File: config.mk
export PLATFORM = sky130hd
export DESIGN_NAME = wt_cache_ctrl
export DESIGN_NICKNAME = d
export VERILOG_FILES = /design/src/rtl/wt_cache_pkg.sv /design/src/rtl/wt_cache_array.sv /design/src/rtl/wt_cache_ctrl.sv
export SDC_FILE = /design/constraint.sdc
export NUM_CORES = 2
export LEC_CHECK = 0
export CORE_MARGIN = 2
export CORE_UTILIZATION = 45
export DETAILED_ROUTE_END_ITERATION = 7
export PLACE_DENSITY_LB_ADDON = 0.25
export SYNTH_ARGS = -nofsm -noshare
export SYNTH_HDL_FRONTEND = slang
export SYNTH_HIERARCHICAL = 1
export SYNTH_MEMORY_MAX_BITS = 65536
export SYNTH_SLANG_ARGS = --single-unit
File: constraint.sdc
create_clock -name clk -period 7.55 [get_ports clk]
set_input_delay 2.265 -clock clk [delete_from_list [all_inputs] [get_ports clk]]
set_output_delay 2.265 -clock clk [all_outputs]
set_load 0.05 [all_outputs]
File: src/rtl/wt_cache_pkg.sv
// Shared state encoding and default geometry for the write-through cache controller.
package wt_cache_pkg;
  localparam int DEF_ADDR_W  = 10;
  localparam int DEF_DATA_W  = 32;
  localparam int DEF_INDEX_W = 7;
  localparam int DEF_PERF_W  = 16;
  localparam int DEF_TAG_W   = DEF_ADDR_W - DEF_INDEX_W;
  localparam int DEF_LINES   = 1 << DEF_INDEX_W;

  typedef enum logic [1:0] {
    IDLE    = 2'd0,
    RD_MISS = 2'd1,
    WR_THRU = 2'd2
  } state_t;
endpackage

File: src/rtl/wt_cache_array.sv
// Direct-mapped valid/tag/data store: combinational lookup, one write port, one-cycle clear-all.
// Writes land on the next edge; no backpressure, the controller owns sequencing.
module wt_cache_array
  import wt_cache_pkg::*;
#(
  parameter int INDEX_W = DEF_INDEX_W,
  parameter int TAG_W   = DEF_TAG_W,
  parameter int DATA_W  = DEF_DATA_W
) (
  input  logic               clk,
  input  logic               reset,
  input  logic               clear_all,
  input  logic [INDEX_W-1:0] lookup_index,
  input  logic [TAG_W-1:0]   lookup_tag,
  output logic               hit,
  output logic [DATA_W-1:0]  lookup_data,
  input  logic               wr_en,
  input  logic [INDEX_W-1:0] wr_index,
  input  logic [TAG_W-1:0]   wr_tag,
  input  logic [DATA_W-1:0]  wr_data
);
  localparam int LINES = 1 << INDEX_W;

  logic [LINES-1:0]  valid;
  logic [TAG_W-1:0]  tags [LINES];
  logic [DATA_W-1:0] data [LINES];

  always_ff @(posedge clk) begin
    if (reset || clear_all) begin
      valid <= '0;
    end else if (wr_en) begin
      valid[wr_index] <= 1'b1;
    end
  end

  // Tag/data need no reset: a line is only trusted once its valid bit is set.
  always_ff @(posedge clk) begin
    if (wr_en) begin
      tags[wr_index] <= wr_tag;
      data[wr_index] <= wr_data;
    end
  end

  assign hit         = valid[lookup_index] && (tags[lookup_index] == lookup_tag);
  assign lookup_data = data[lookup_index];
endmodule

File: src/rtl/wt_cache_ctrl.sv
// Write-through, no-write-allocate direct-mapped cache controller; load hit 1 cycle, miss = mem latency + 1.
// Backpressure via registered stall: CPU requests are ignored while a memory transaction is outstanding.
module wt_cache_ctrl
  import wt_cache_pkg::*;
#(
  parameter int ADDR_W  = DEF_ADDR_W,
  parameter int DATA_W  = DEF_DATA_W,
  parameter int INDEX_W = DEF_INDEX_W,
  parameter int PERF_W  = DEF_PERF_W
) (
  input  logic              clk,
  input  logic              reset,
  input  logic              mem_read,
  input  logic              mem_write,
  input  logic [ADDR_W-1:0] word_address,
  input  logic [DATA_W-1:0] data_in,
  input  logic              flush,
  output logic              stall,
  output logic [DATA_W-1:0] data_out,
  output logic              rd_valid,
  output logic              mm_req,
  output logic              mm_we,
  output logic [ADDR_W-1:0] mm_addr,
  output logic [DATA_W-1:0] mm_wdata,
  input  logic              mm_ack,
  input  logic [DATA_W-1:0] mm_rdata,
  output logic [PERF_W-1:0] hit_count,
  output logic [PERF_W-1:0] miss_count
);
  localparam int TAG_W = ADDR_W - INDEX_W;

  state_t state, state_n;
  logic              stall_n, rd_valid_n, mm_req_n, mm_we_n;
  logic [DATA_W-1:0] data_out_n, mm_wdata_n;
  logic [ADDR_W-1:0] mm_addr_n;
  logic [PERF_W-1:0] hit_n, miss_n;

  logic               hit, clear_all, wr_en;
  logic [DATA_W-1:0]  lookup_data, wr_data;
  logic [INDEX_W-1:0] wr_index;
  logic [TAG_W-1:0]   wr_tag;

  wire [INDEX_W-1:0] idx = word_address[INDEX_W-1:0];
  wire [TAG_W-1:0]   tag = word_address[ADDR_W-1:INDEX_W];

  wt_cache_array #(.INDEX_W(INDEX_W), .TAG_W(TAG_W), .DATA_W(DATA_W)) u_array (
    .clk          (clk),
    .reset        (reset),
    .clear_all    (clear_all),
    .lookup_index (idx),
    .lookup_tag   (tag),
    .hit          (hit),
    .lookup_data  (lookup_data),
    .wr_en        (wr_en),
    .wr_index     (wr_index),
    .wr_tag       (wr_tag),
    .wr_data      (wr_data)
  );

  always_ff @(posedge clk) begin
    if (reset) begin
      state      <= IDLE;
      stall      <= 1'b0;
      data_out   <= '0;
      rd_valid   <= 1'b0;
      mm_req     <= 1'b0;
      mm_we      <= 1'b0;
      mm_addr    <= '0;
      mm_wdata   <= '0;
      hit_count  <= '0;
      miss_count <= '0;
    end else begin
      state      <= state_n;
      stall      <= stall_n;
      data_out   <= data_out_n;
      rd_valid   <= rd_valid_n;
      mm_req     <= mm_req_n;
      mm_we      <= mm_we_n;
      mm_addr    <= mm_addr_n;
      mm_wdata   <= mm_wdata_n;
      hit_count  <= hit_n;
      miss_count <= miss_n;
    end
  end

  always_comb begin
    state_n    = state;
    stall_n    = stall;
    data_out_n = data_out;
    rd_valid_n = 1'b0;
    mm_req_n   = mm_req;
    mm_we_n    = mm_we;
    mm_addr_n  = mm_addr;
    mm_wdata_n = mm_wdata;
    hit_n      = hit_count;
    miss_n     = miss_count;
    clear_all  = 1'b0;
    wr_en      = 1'b0;
    wr_index   = idx;
    wr_tag     = tag;
    wr_data    = data_in;

    unique case (state)
      IDLE: begin
        if (flush) begin
          clear_all = 1'b1;
        end else if (mem_read) begin
          if (hit) begin
            data_out_n = lookup_data;
            rd_valid_n = 1'b1;
            hit_n      = (hit_count == '1) ? hit_count : hit_count + 1'b1;
          end else begin
            stall_n   = 1'b1;
            mm_req_n  = 1'b1;
            mm_we_n   = 1'b0;
            mm_addr_n = word_address;
            miss_n    = (miss_count == '1) ? miss_count : miss_count + 1'b1;
            state_n   = RD_MISS;
          end
        end else if (mem_write) begin
          // Store hit refreshes the line in place; a miss leaves the cache untouched.
          wr_en      = hit;
          stall_n    = 1'b1;
          mm_req_n   = 1'b1;
          mm_we_n    = 1'b1;
          mm_addr_n  = word_address;
          mm_wdata_n = data_in;
          state_n    = WR_THRU;
        end
      end
      RD_MISS: begin
        if (mm_ack) begin
          wr_en      = 1'b1;
          wr_index   = mm_addr[INDEX_W-1:0];
          wr_tag     = mm_addr[ADDR_W-1:INDEX_W];
          wr_data    = mm_rdata;
          data_out_n = mm_rdata;
          rd_valid_n = 1'b1;
          mm_req_n   = 1'b0;
          stall_n    = 1'b0;
          state_n    = IDLE;
        end
      end
      WR_THRU: begin
        if (mm_ack) begin
          mm_req_n = 1'b0;
          stall_n  = 1'b0;
          state_n  = IDLE;
        end
      end
      default: state_n = IDLE;
    endcase

    // An ack coinciding with reset must not fill the line.
    if (reset) begin
      wr_en     = 1'b0;
      clear_all = 1'b0;
    end
  end
endmodule

==> results.md <==
* Routed vias/inst at 6.27
* VDD IR max at 230 uV
* Via Count at 88.6k
* Post-synth net total at 7627
* GRT met1 Usage at 0.362
* Clk_lat worst skew at 1.01 ns
* Max-cap viol count at 0
* Placed cell count at 13.2k
* Row cnt at 232
* Commonest non-fill, non-tap cell in the layout: edfxtp_1
* Worst-path fanout max at 38
* Placer Congestion at 0.865
* Slew @ Worst Pin at 1.49 ns
* Hold wc startpoint: mm_wdata[6]$_SDFFE_PP0P_
* Slew Viols, Final at 0
* Startpoint types: input port
* Initial antenna violation count at 71
* Die height at 637 um
* Layout cells sized above 1 at 0.343
* Routed wire per std cell at 36.4 um
* Period utilisation layout at 0.840
* All-Layer GR Usage at 0.252
* WHS Path Cells at 2
* Hpwl dp at 322 mm
* First-pass GRT wire length at 713 mm
* CP required at 8.20 ns
* Worst min-delay path category: reg -> reg
* IO buf count at 189
* Leak at 65.9 nW
* Slew HR at 0.00990
* Most frequent cells in the layout: edfxtp_1 (4480), mux4_2 (1459), clkbuf_16 (470), buf_12 (333), buf_4 (324)
* Ports at 190
* Reg clk slew, reported paths at 0.06 ns
* Fin util at 0.532
* Synthesis-stage register bit count at 4719
* Clk root buf: clkbuf_16
* Area of the core at 0.399 mm2
* H-Tree Depth at 5
* RSZ-0062 raised after global routing: false
* Synthesized instance count at 7542
* DRT iter0 DRCs at 14.4k
* PnR Total Power at 55.2 mW
* Final std cells w/o fill at 14.1k
* Critical path class: in -> reg
* Final hold viol count at 0
* Asr flop ratio synth at 0
* Post-CTS sizing at 0
* Main synth FF type: edfxtp_1
* CTS buffer count at 459
* CP Launch Point: word_address[0]
* Largest net degree at the start of global routing at 130
* Setup violators final at 0
* Reg2reg path depth at 18
* Fmax at 158 MHz
* Worst Hold Endpoint: mm_wdata[6]$_SDFFE_PP0P_
* R2r startpoint: u_array/tags[79][0]$_DFFE_PP_
* Global route hottest layer: met2
* DR pass1 iterations at 6
* Met3 Use GR at 0.0661
* PwrDens at 260 mW/mm2
* Yosys cell types at 56
* Final Critical Period at 6.34 ns
* Die Area at 0.405 mm2
* Clock sink count at 4719
* GR Util met2 at 0.384
* Worst Path Arrival at 6.99 ns
* Hold_buf cts at 0
* Synth Warn # at 6
* Fin nets at 8523
* Sequential cell area fraction in the yosys report at 0.773
* Final cell area excluding filler cells at 0.212 mm2
* WHS at 0.459 ns
* DRC viols at 0
* Post-synth EDFFs at 4480
* Vias in the first global route at 87.8k
* Setup Buffers After CTS at 0
* Starting density of the core at 0.452
* Layout fillers at 29.9k
* RR Endpoint: u_array/data[85][9]$_DFFE_PP_
* Setup Skew at 0.0907 ns
* CTS tree: built
* GRT overflow at 0
* CTS Buffer Depth at 4
* DP Area at 0.197 mm2
* Post-Syn Area at 0.180 mm2
* Die W at 637 um
* CP Capture Type: flop
* Status: completed
* Drt total wl at 515 mm
* Antenna Nets Post-Route at 0
* Area grow syn2layout at 17.8%
* Post-synthesis area per instance at 23.9 um2
* Flop2flop setup slack at 2.51 ns
==> state kept, by name, summed over array words and instances, names as in the netlist <==
signal and cells:
mm_req 1, u_array/data 4096, data_out 32, u_array/valid 128
mm_addr 10, mm_wdata 32, rd_valid 1, miss_count 16
u_array/tags 384, state 2, mm_we 1, hit_count 16
==> cell type report <==
cell class                      count  area (um2)  area share
Clock buffer                      582       12500      0.0587
Multi-Input combinational cell   2406       40200       0.189
Timing Repair Buffer              843       11000      0.0518
Tap cell                         5265        6590      0.0311
Antenna cell                       39        97.6    0.000460
Clock inverter                    265        2450      0.0115
Inverter                            9        41.3    0.000195
Sequential cell                  4719      139000       0.657
==> per-layer routing <==
layer / routed length (um) / vias to the layer above
li1: - / 34400
met1: 199000 / 48200
met2: 237000 / 5289
met3: 62300 / 719
met4: 16300 / 30
met5: 195 / -
==> cells in the mapped netlist (5+ instances only) <==
cell type,instances,area (um2)
edfxtp_1,4480,135000
mux4_2,1459,32900
dfxtp_1,239,4780
clkbuf_1,234,878
nor2_1,223,837
o21a_1,128,961
buf_2,117,586
nand2_1,98,368
mux2i_1,78,781
mux2_2,77,867
a21oi_1,61,305
a22oi_1,45,338
buf_1,42,158
a211oi_1,40,300
nand3_1,30,150
xnor2_1,23,201
nor2b_1,19,119
nand4_1,15,93.8
buf_4,14,105
nor3_1,9,45.0
o21ai_0,9,45.0
a221oi_1,8,70.1
inv_1,8,30.0
nor4_1,8,50.1
o211ai_1,6,45.0
xor2_1,6,52.6
ha_1,5,62.6
nand2b_1,5,31.3
nor4b_1,5,43.8
==> logic make-up (layout without fill, tap and decap cells) <==
| family | count (synthesis) | after routing | synth area share |
|---|---|---|---|
| fa+ha+maj | 5 | 5 | 0.000347 |
| mux | 1614 | 1614 | 0.192 |
| xor+xnor | 29 | 29 | 0.00141 |
| buf+inv | 417 | 1699 | 0.00984 |
| simple gates | 440 | 440 | 0.0110 |
| compound gates | 318 | 318 | 0.0124 |
| other cells | 0 | 39 | 0 |
| flops | 4719 | 4719 | 0.773 |
==> through the flow <==
step	TNS, ns	worst slack [ns]
floorplan	-758.73	-0.368
global placement	-5.92	-0.0740
detailed placement	0	0.314
CTS	0	1.31
global route	0	1.03
finish	0	1.21
==> power breakdown <==
part | internal, mW | total [mW] | switching, mW
logic | 1.18 | 3.56 | 2.38
registers | 28.9 | 28.9 | 0.0300
clock network | 12.9 | 22.7 | 9.82
==> worst max-delay path: stages <==
cell and delay [ns]:
buf_16 0.16, buf_12 0.33, mux4_2 0.61, a22oi_1 0.24, a21oi_1 0.18, nor4_1 0.33
buf_4 0.17, xor2_1 0.16, a21oi_1 0.11, nor4b_2 0.40, buf_12 0.15, o211ai_1 0.07
a21oi_1 0.25, buf_4 0.17, nor2b_1 0.14, buf_4 0.17, nand3_2 0.10, buf_12 0.24
nor2_4 0.25, buf_12 0.20, buf_12 0.14
==> worst max path at each step <==
| stage | slack, ns | endpoint | depth (start not counted) |
|---|---|---|---|
| finish | 1.21 | u_array/data[85][9]$_DFFE_PP_ | 21 |
| global route | 1.03 | u_array/data[85][9]$_DFFE_PP_ | 21 |
| CTS | 1.31 | u_array/data[85][9]$_DFFE_PP_ | 21 |
| detailed placement | 0.31 | u_array/data[85][13]$_DFFE_PP_ | 21 |
| global placement | -0.07 | u_array/data[85][0]$_DFFE_PP_ | 21 |
| floorplan | -0.37 | u_array/data[109][0]$_DFFE_PP_ | 16 |
No activity file was read; power rests on OpenSTA's default activity.
